File: src/rtl/mem_bridge.sv
// rtl/mem_bridge.sv - byte-wide core-to-memory bridge with req/ack handshake, stall and timeout abort
module mem_bridge #(
    parameter int                AW         = 8,
    parameter int                DW         = 8,
    parameter int                TIMEOUT    = 15,
    parameter logic [DW-1:0]     ABORT_DATA = 8'hFF
) (
    input  logic          clk,
    input  logic          rst,
    input  logic          core_memread,
    input  logic          core_memwrite,
    input  logic [AW-1:0] core_adr,
    input  logic [DW-1:0] core_wdata,
    output logic [DW-1:0] core_rdata,
    output logic          core_stall,
    output logic          core_err,
    input  logic          err_clr,
    output logic          mem_req,
    output logic          mem_we,
    output logic [AW-1:0] mem_adr,
    output logic [DW-1:0] mem_wdata,
    input  logic          mem_ack,
    input  logic [DW-1:0] mem_rdata
);

    localparam int CW = (TIMEOUT > 0) ? $clog2(TIMEOUT + 1) : 1;
    // Abort fires on the REQ cycle whose increment would reach TIMEOUT.
    localparam logic [CW-1:0] CNT_LAST = CW'((TIMEOUT > 0) ? TIMEOUT - 1 : 0);

    typedef enum logic [1:0] {
        IDLE = 2'd0,
        REQ  = 2'd1,
        DONE = 2'd2
    } state_t;

    state_t          state_q, state_d;
    logic [CW-1:0]   cnt_q, cnt_d;
    logic            req_q, req_d;
    logic            we_q, we_d;
    logic [AW-1:0]   adr_q, adr_d;
    logic [DW-1:0]   wdata_q, wdata_d;
    logic [DW-1:0]   rdata_q, rdata_d;
    logic            err_q, err_d;
    logic            err_set;
    logic            core_req;
    logic            timeout_hit;

    assign core_req    = core_memread | core_memwrite;
    assign timeout_hit = (TIMEOUT != 0) && (cnt_q == CNT_LAST);

    always_ff @(posedge clk) begin
        if (rst) begin
            state_q <= IDLE;
        end else begin
            state_q <= state_d;
        end
    end

    always_comb begin
        state_d = state_q;
        case (state_q)
            IDLE: if (core_req) state_d = REQ;
            REQ:  if (mem_ack || timeout_hit) state_d = DONE;
            DONE: state_d = IDLE;
            default: state_d = IDLE;
        endcase
    end

    always_comb begin
        core_stall = 1'b0;
        cnt_d      = cnt_q;
        req_d      = req_q;
        we_d       = we_q;
        adr_d      = adr_q;
        wdata_d    = wdata_q;
        rdata_d    = rdata_q;
        err_set    = 1'b0;
        case (state_q)
            IDLE: begin
                core_stall = core_req;
                cnt_d      = '0;
                if (core_req) begin
                    req_d   = 1'b1;
                    we_d    = core_memwrite;
                    adr_d   = core_adr;
                    wdata_d = core_wdata;
                    err_set = core_memread & core_memwrite;
                end
            end
            REQ: begin
                core_stall = 1'b1;
                if (mem_ack) begin
                    req_d = 1'b0;
                    if (!we_q) rdata_d = mem_rdata;
                end else if (timeout_hit) begin
                    req_d   = 1'b0;
                    err_set = 1'b1;
                    if (!we_q) rdata_d = ABORT_DATA;
                end else if (cnt_q != '1) begin
                    cnt_d = cnt_q + 1'b1;
                end
            end
            DONE: begin
                cnt_d = '0;
            end
            default: begin
                cnt_d = '0;
            end
        endcase
        // A new error in the same cycle as err_clr keeps the flag set.
        if (err_set)      err_d = 1'b1;
        else if (err_clr) err_d = 1'b0;
        else              err_d = err_q;
    end

    always_ff @(posedge clk) begin
        if (rst) begin
            cnt_q   <= '0;
            req_q   <= 1'b0;
            we_q    <= 1'b0;
            adr_q   <= '0;
            wdata_q <= '0;
            rdata_q <= '0;
            err_q   <= 1'b0;
        end else begin
            cnt_q   <= cnt_d;
            req_q   <= req_d;
            we_q    <= we_d;
            adr_q   <= adr_d;
            wdata_q <= wdata_d;
            rdata_q <= rdata_d;
            err_q   <= err_d;
        end
    end

    assign core_rdata = rdata_q;
    assign core_err   = err_q;
    assign mem_req    = req_q;
    assign mem_we     = we_q;
    assign mem_adr    = adr_q;
    assign mem_wdata  = wdata_q;

endmodule

File: config.mk
export PLATFORM = sky130hd
export DESIGN_NAME = mem_bridge
export DESIGN_NICKNAME = d
export VERILOG_FILES = /design/src/rtl/mem_bridge.sv
export SDC_FILE = /design/constraint.sdc
export NUM_CORES = 1
export LEC_CHECK = 0
export ABC_AREA = 1
export BUFFER_PORTS_ARGS = -buffer_cell sky130_fd_sc_hd__buf_2
export CORE_MARGIN = 4
export CORE_UTILIZATION = 47
export DETAILED_ROUTE_END_ITERATION = 10
export GPL_TIMING_DRIVEN = 0
export PLACE_DENSITY_LB_ADDON = 0.05
export SYNTH_ARGS = -nofsm -noshare
export SYNTH_HDL_FRONTEND = slang
export SYNTH_SLANG_ARGS = --single-unit
File: constraint.sdc
create_clock -name clk -period 1.36 [get_ports clk]
set_input_delay 0.34 -clock clk [delete_from_list [all_inputs] [get_ports clk]]
set_output_delay 0.34 -clock clk [all_outputs]
set_load 0.02 [all_outputs]
==> impl_metrics.json, run 1 <==
{
  "status": "finished, violations left",
  "violations": "setup timing",
  "switching_share": 0.325,
  "min_period_over_period": 1.05,
  "grt_usage": 0.183,
  "path_class": "reg -> out",
  "yosys.area_share.simple": 0.267,
  "grt_max_degree": 11,
  "vias": 1388,
  "clock_latency_ns": 0.32,
  "fmax_mhz": 701,
  "syn_to_final_growth_pct": 32.0,
  "first_pass_iters": 4,
  "slew_headroom": 0.744,
  "cts_max_path_buffers": 2,
  "cts_buffers": 5,
  "setup_violations": 1,
  "cts.sink_count": 33,
  "antenna_cells": 0,
  "synth_area_leaders": "dfxtp_1, nor2_1, inv_1",
  "p_sw_mw": 0.710,
  "ys_ff_latch": 33,
  "fin_nets": 283,
  "post-place-ws_ns": -0.123,
  "dpl.hpwl_um": 2420,
  "wl_um": 3270,
  "start_util": 0.499,
  "async_flop_share": 0,
  "cp_data_arrival_time_ns": 1.09,
  "pwr-share-clk": 0.220,
  "cellPowerDensity_nw_per_um2": 1180,
  "ys_warn_count": 0,
  "grt_antenna_before_repair": 0,
  "die_h_um": 62.6,
  "finalHoldViolations": 0,
  "placed_area_um2": 1720,
  "portBuffers": 56,
  "dieArea_um2": 3910,
  "synth_top_family_by_area": "simple AND/OR/NAND/NOR gates",
  "peakVddDrop_mv": 0.620,
  "synth_area_per_cell_um2": 7.60,
  "drt_iter0_markers": 60,
  "cts_tree": "yes",
  "final-max-slew-violation-count": 0,
  "cp-start-kind": "register",
  "maxCapViolations": 0,
  "drc": 0,
  "synth-adder-area-share": 0.0179,
  "total_power_mw": 2.18,
  "syn_area_um2": 1400,
  "gr-total-overflow": 0,
  "final.min_clock_period_ns": 1.43,
  "synth_edf_count": 0,
  "seq_power_share": 0.507,
  "synth_nets": 216,
  "fin_ws_ns": -0.0674,
  "fin_worst_skew_ns": 0.00816,
  "cts_htree_levels": 2,
  "hold_class": "in -> reg",
  "yosys.cell_types.count": 24,
  "worstPathMaxFanout": 3,
  "synthCells": 184,
  "clock-root-buffer": "clkbuf_4",
  "combPwrFrac": 0.273,
  "gp_congestion": 0.704,
  "grt_pass1_vias": 1332,
  "nFillCells": 279,
  "avgViaCountPerCell": 4.94,
  "leakage_nw": 0.948,
  "layout-drive-gt1-share": 0.360,
  "ys.flop_type": "dfxtp_1",
  "yosysSeqAreaShare": 0.472,
  "fin_area_um2": 1850,
  "required_ns": 1.02,
  "synth_top_area_share": 0.472,
  "rows": 19,
  "fin_cells": 281,
  "fin_setup_tns_ns": -0.0674,
  "rsz0062_at_grt": "true",
  "worst_pin_slew_ns": 0.383,
  "synth_top_area_cell": "dfxtp_1",
  "die_w_um": 62.6,
  "worstSetupEndpointType": "output port",
  "ant_nets": 0,
  "grt_pass1_wl_um": 5790,
  "p_int_mw": 1.48,
  "avgRoutedWirePerCell_um": 11.6,
  "clk_pin_slew_ns": 0.09,
  "synth-compound-area-share": 0.124,
  "synth.area.mux_share": 0,
  "core-area_um2": 2810,
  "synth-xor-area-share": 0.00626,
  "dp_cells": 271,
  "io_pins": 58
}
## path summary, 6_finish.rpt
| check | from | to | slack (ns) | cells past startpoint |
|---|---|---|---|---|
| max | state_q[1] | core_stall | -0.07 | 4 |
| min | rst | state_q[1] | 0.25 | 2 |
| max reg2reg | state_q[1] | mem_wdata[7] | 0.05 | 7 |
| min reg2reg | core_rdata[6] | core_rdata[6] | 0.45 | 2 |
## worst max-delay path, stage by stage (launching register included)
cell and delay (ns):
dfxtp_4 0.37, nor2_4 0.15, o21ai_4 0.08, nand2_2 0.06
buf_6 0.11
## per-stage QoR
stage          hold WS, ns  utilization
2_1_floorplan        0.409            -
3_3_place_gp         0.427        0.612
3_5_place_dp         0.432        0.612
4_1_cts              0.243        0.642
5_1_grt              0.241        0.658
6_report             0.252        0.658
## cell usage after synthesis, types with 2 or more instances
cell type / number
a21oi_1: 11
a21oi_2: 2
buf_2: 2
buf_4: 2
dfxtp_1: 33
ha_1: 2
inv_1: 27
nand2_1: 23
nand3_1: 5
nand3_4: 2
nand4_1: 10
nor2_1: 35
nor2_2: 2
o21ai_0: 18
## layout by cell type (no fill, tap or decap)
| cell | netlist | layout |
|---|---|---|
| nand4_1 | 10 | 10 |
| dfxtp_2 | 0 | 3 |
| nand3_4 | 2 | 2 |
| clkinv_1 | 1 | 1 |
| dfxtp_4 | 0 | 1 |
| nand3_1 | 5 | 5 |
| clkbuf_4 | 0 | 5 |
| o21ai_0 | 18 | 7 |
| nand2_4 | 1 | 1 |
| clkinv_2 | 0 | 1 |
| inv_4 | 0 | 1 |
| a21oi_1 | 11 | 11 |
| buf_1 | 1 | 1 |
| dfxtp_1 | 33 | 29 |
| inv_1 | 27 | 25 |
| nand2_2 | 0 | 1 |
| o21ai_4 | 0 | 1 |
| buf_4 | 2 | 7 |
| inv_2 | 1 | 2 |
| buf_6 | 0 | 2 |
| xor2_1 | 1 | 1 |
| nor2_1 | 35 | 34 |
| clkbuf_8 | 1 | 1 |
| ha_1 | 2 | 2 |
| o21ai_1 | 1 | 11 |
| a21oi_2 | 2 | 2 |
| o22ai_1 | 1 | 1 |
| nand2_1 | 23 | 22 |
| nand3_2 | 1 | 1 |
| nor2_4 | 0 | 3 |
| buf_2 | 2 | 56 |
## routing by layer
metal | part of all wire | GRT usage | vias to the layer above
li1 | - | - | 714
met2 | 0.51 | 0.316 | 40
met5 | 0 | 0 | -
met1 | 0.42 | 0.200 | 632
met4 | 0.0076 | 0.0744 | 0
met3 | 0.068 | 0.0719 | 2
## cell type report
class / instances / area, µm² / area share
multi-input cells: 115 / 613 / 0.332
clock buffers: 5 / 37.5 / 0.0203
well taps: 31 / 38.8 / 0.0210
repair buffers: 61 / 324 / 0.175
inverters: 29 / 111 / 0.0603
plain buffers: 6 / 48.8 / 0.0264
clock inverters: 1 / 5.00 / 0.00271
flip-flops and latches: 33 / 668 / 0.362
## logic make-up (layout without fill, tap and decap cells)
kind of cell	Yosys count	count (layout)
AOI/OAI and AO/OA	33	33
xor gates and xnor gates	1	1
and+or+nand+nor	79	79
buffers and inverters	36	102
DFF	33	33
adders and majority gates	2	2
## sequential cells by signal, indices dropped and copies added (netlist names)
name	cells
mem_wdata	8
cnt_q	4
core_rdata	8
state_q	2
mem_we	1
mem_req	1
mem_adr	8
core_err	1
## power groups by stage
stage | Clock (mW) | Combinational, mW | Sequential (mW)
final | 0.481 | 0.596 | 1.11
after global routing | 0.560 | 0.661 | 1.12
after CTS | 0.502 | 0.566 | 1.11
after detailed placement | 0 | 0.530 | 1.13
after global placement | 0 | 0.518 | 1.12
after floorplan | 0 | 0.237 | 1.24
## what timing repair did
item | in CTS | in global routing
resized for setup | 8 | 26
hold buffers | 0 | 0
pin swaps | 1 | 2
endpoints found under the setup margin | 1 | 4
setup buffers | 2 | 3
hold endpoints to repair | 0 | 0
Note: power is estimated with default switching activity, not from simulation.
==> run 2: changes to the inputs <==
--- a/config.mk
+++ b/config.mk
@@ -16,2 +16,3 @@
 export SYNTH_HDL_FRONTEND = slang
 export SYNTH_SLANG_ARGS = --single-unit
+export TNS_END_PERCENT = 50
==> constraint.sdc (replaced) <==
create_clock -name clk -period 1.6 [get_ports clk]
set_input_delay 0.4 -clock clk [delete_from_list [all_inputs] [get_ports clk]]
set_output_delay 0.4 -clock clk [all_outputs]
set_load 0.05 [all_outputs]
==> impl_metrics.json, run 2 (synthesis gave the netlist of run 1 again) <==
{
  "maxCapViolations": 0,
  "io_pins": 58,
  "die_w_um": 62.6,
  "fmax_mhz": 661,
  "path_class": "reg -> out",
  "cellPowerDensity_nw_per_um2": 1110,
  "clock-root-buffer": "clkbuf_4",
  "drc": 0,
  "required_ns": 1.20,
  "first_pass_iters": 4,
  "grt_pass1_vias": 1332,
  "ff2ff_setup_slack_ns": 0.28,
  "worst_pin_slew_ns": 0.358,
  "rsz0062_at_grt": "false",
  "mostFrequentLayoutCells": "buf_2, nor2_1, dfxtp_1",
  "ant_nets": 0,
  "core-area_um2": 2810,
  "grt_usage": 0.183,
  "die_h_um": 62.6,
  "placed_area_um2": 1720,
  "nFillCells": 278,
  "worstPathMaxFanout": 2,
  "portBuffers": 56,
  "slew_headroom": 0.761,
  "status": "completed",
  "met1_usage": 0.198,
  "start_util": 0.499,
  "dieArea_um2": 3910,
  "setup_violations": 0,
  "cts_htree_levels": 2,
  "hold_class": "in -> reg",
  "clock_latency_ns": 0.32,
  "r2r_cells": 7,
  "rows": 19,
  "dpl.hpwl_um": 2420,
  "busiest_layer": "met2",
  "peakVddDrop_mv": 0.558,
  "cts_buffers": 5,
  "register_area_um2": 663,
  "avgRoutedWirePerCell_um": 11.7,
  "use_met3": 0.0719,
  "fin_cells": 279,
  "utilization": 0.647,
  "cp-start-kind": "register",
  "fin_setup_tns_ns": 0,
  "grt_pass1_wl_um": 5780,
  "leakage_nw": 0.937,
  "clk_pin_slew_ns": 0.10,
  "fin_area_um2": 1810,
  "finalHoldViolations": 0,
  "grt_antenna_before_repair": 0,
  "grtUsageMet2": 0.316,
  "cts.sink_count": 33,
  "final-max-slew-violation-count": 0,
  "vias": 1380,
  "gp_congestion": 0.704,
  "worstSetupEndpointType": "output port",
  "drt_iter0_markers": 75,
  "min_period_over_period": 0.945,
  "grt_max_degree": 11,
  "avgViaCountPerCell": 4.95,
  "multiInputGateArea_um2": 606,
  "antenna_cells": 0,
  "dp_cells": 271,
  "layout_commonest_cell": "buf_2",
  "cp_data_arrival_time_ns": 1.11,
  "fin_nets": 281,
  "cts_max_path_buffers": 2,
  "syn_to_final_growth_pct": 29.7,
  "cts_tree": "yes",
  "hold_depth": 2,
  "gr-total-overflow": 0,
  "wl_um": 3260,
  "final.min_clock_period_ns": 1.51,
  "fin_worst_skew_ns": 0.00537,
  "layout-drive-gt1-share": 0.347
}
-- run 2: cell count changes in the layout (fill, tap and decap cells not counted), moves of 2 or more --
| cell | before | now |
|---|---|---|
| o21ai_1 | 11 | 0 |
| o21ai_0 | 7 | 18 |
| buf_6 | 2 | 0 |
| dfxtp_1 | 29 | 31 |
| buf_4 | 7 | 5 |
-- run 2: repair_timing --
action	in CTS	in global routing
setup buffers	2	1
pin swaps	1	2
endpoints found under the setup margin	1	1
resized for setup	9	6
hold buffers	0	0
-- run 2: through the flow --
stage          power [mW]  hold slack [ns]  setup WS, ns
2_1_floorplan        1.43            0.469         0.111
3_3_place_gp         1.57            0.427       -0.0502
3_5_place_dp         1.58            0.432       -0.0555
4_1_cts              2.03            0.303       0.00182
5_1_grt              2.15            0.301       0.00554
6_report             2.02            0.309        0.0874
-- run 2: final cells by class --
cell class	instances	share of cell area
flip-flops and latches	33	0.366
multi-input cells	115	0.334
repair buffers	59	0.172
inverters	29	0.0600
plain buffers	6	0.0234
well taps	31	0.0214
clock buffers	5	0.0207
clock inverters	1	0.00276
-- run 2: path summary, 6_finish.rpt --
path	endpoint	from
setup / recovery	core_stall	state_q[0]
hold / removal	state_q[1]	rst
setup reg to reg	cnt_q[3]	cnt_q[0]
hold reg to reg	core_rdata[6]	core_rdata[6]
-- run 2: layer usage --
metal / vias up / routed length (µm)
li1: 710 / -
met1: 620 / 1370
met2: 46 / 1650
met3: 4 / 210
met4: 0 / 35
met5: - / 0
-- run 2: power breakdown --
part	internal (mW)	switching [mW]	leakage, nW
combinational	0.187	0.476	0.637
clock	0.152	0.262	0.0269
sequential	0.902	0.0405	0.273
-- run 2: worst max-delay path, stage by stage (launching register included) --
cell and delay, ns:
dfxtp_2 0.37, inv_2 0.05, nor2_4 0.11, inv_2 0.06
nand2_4 0.06, buf_8 0.13
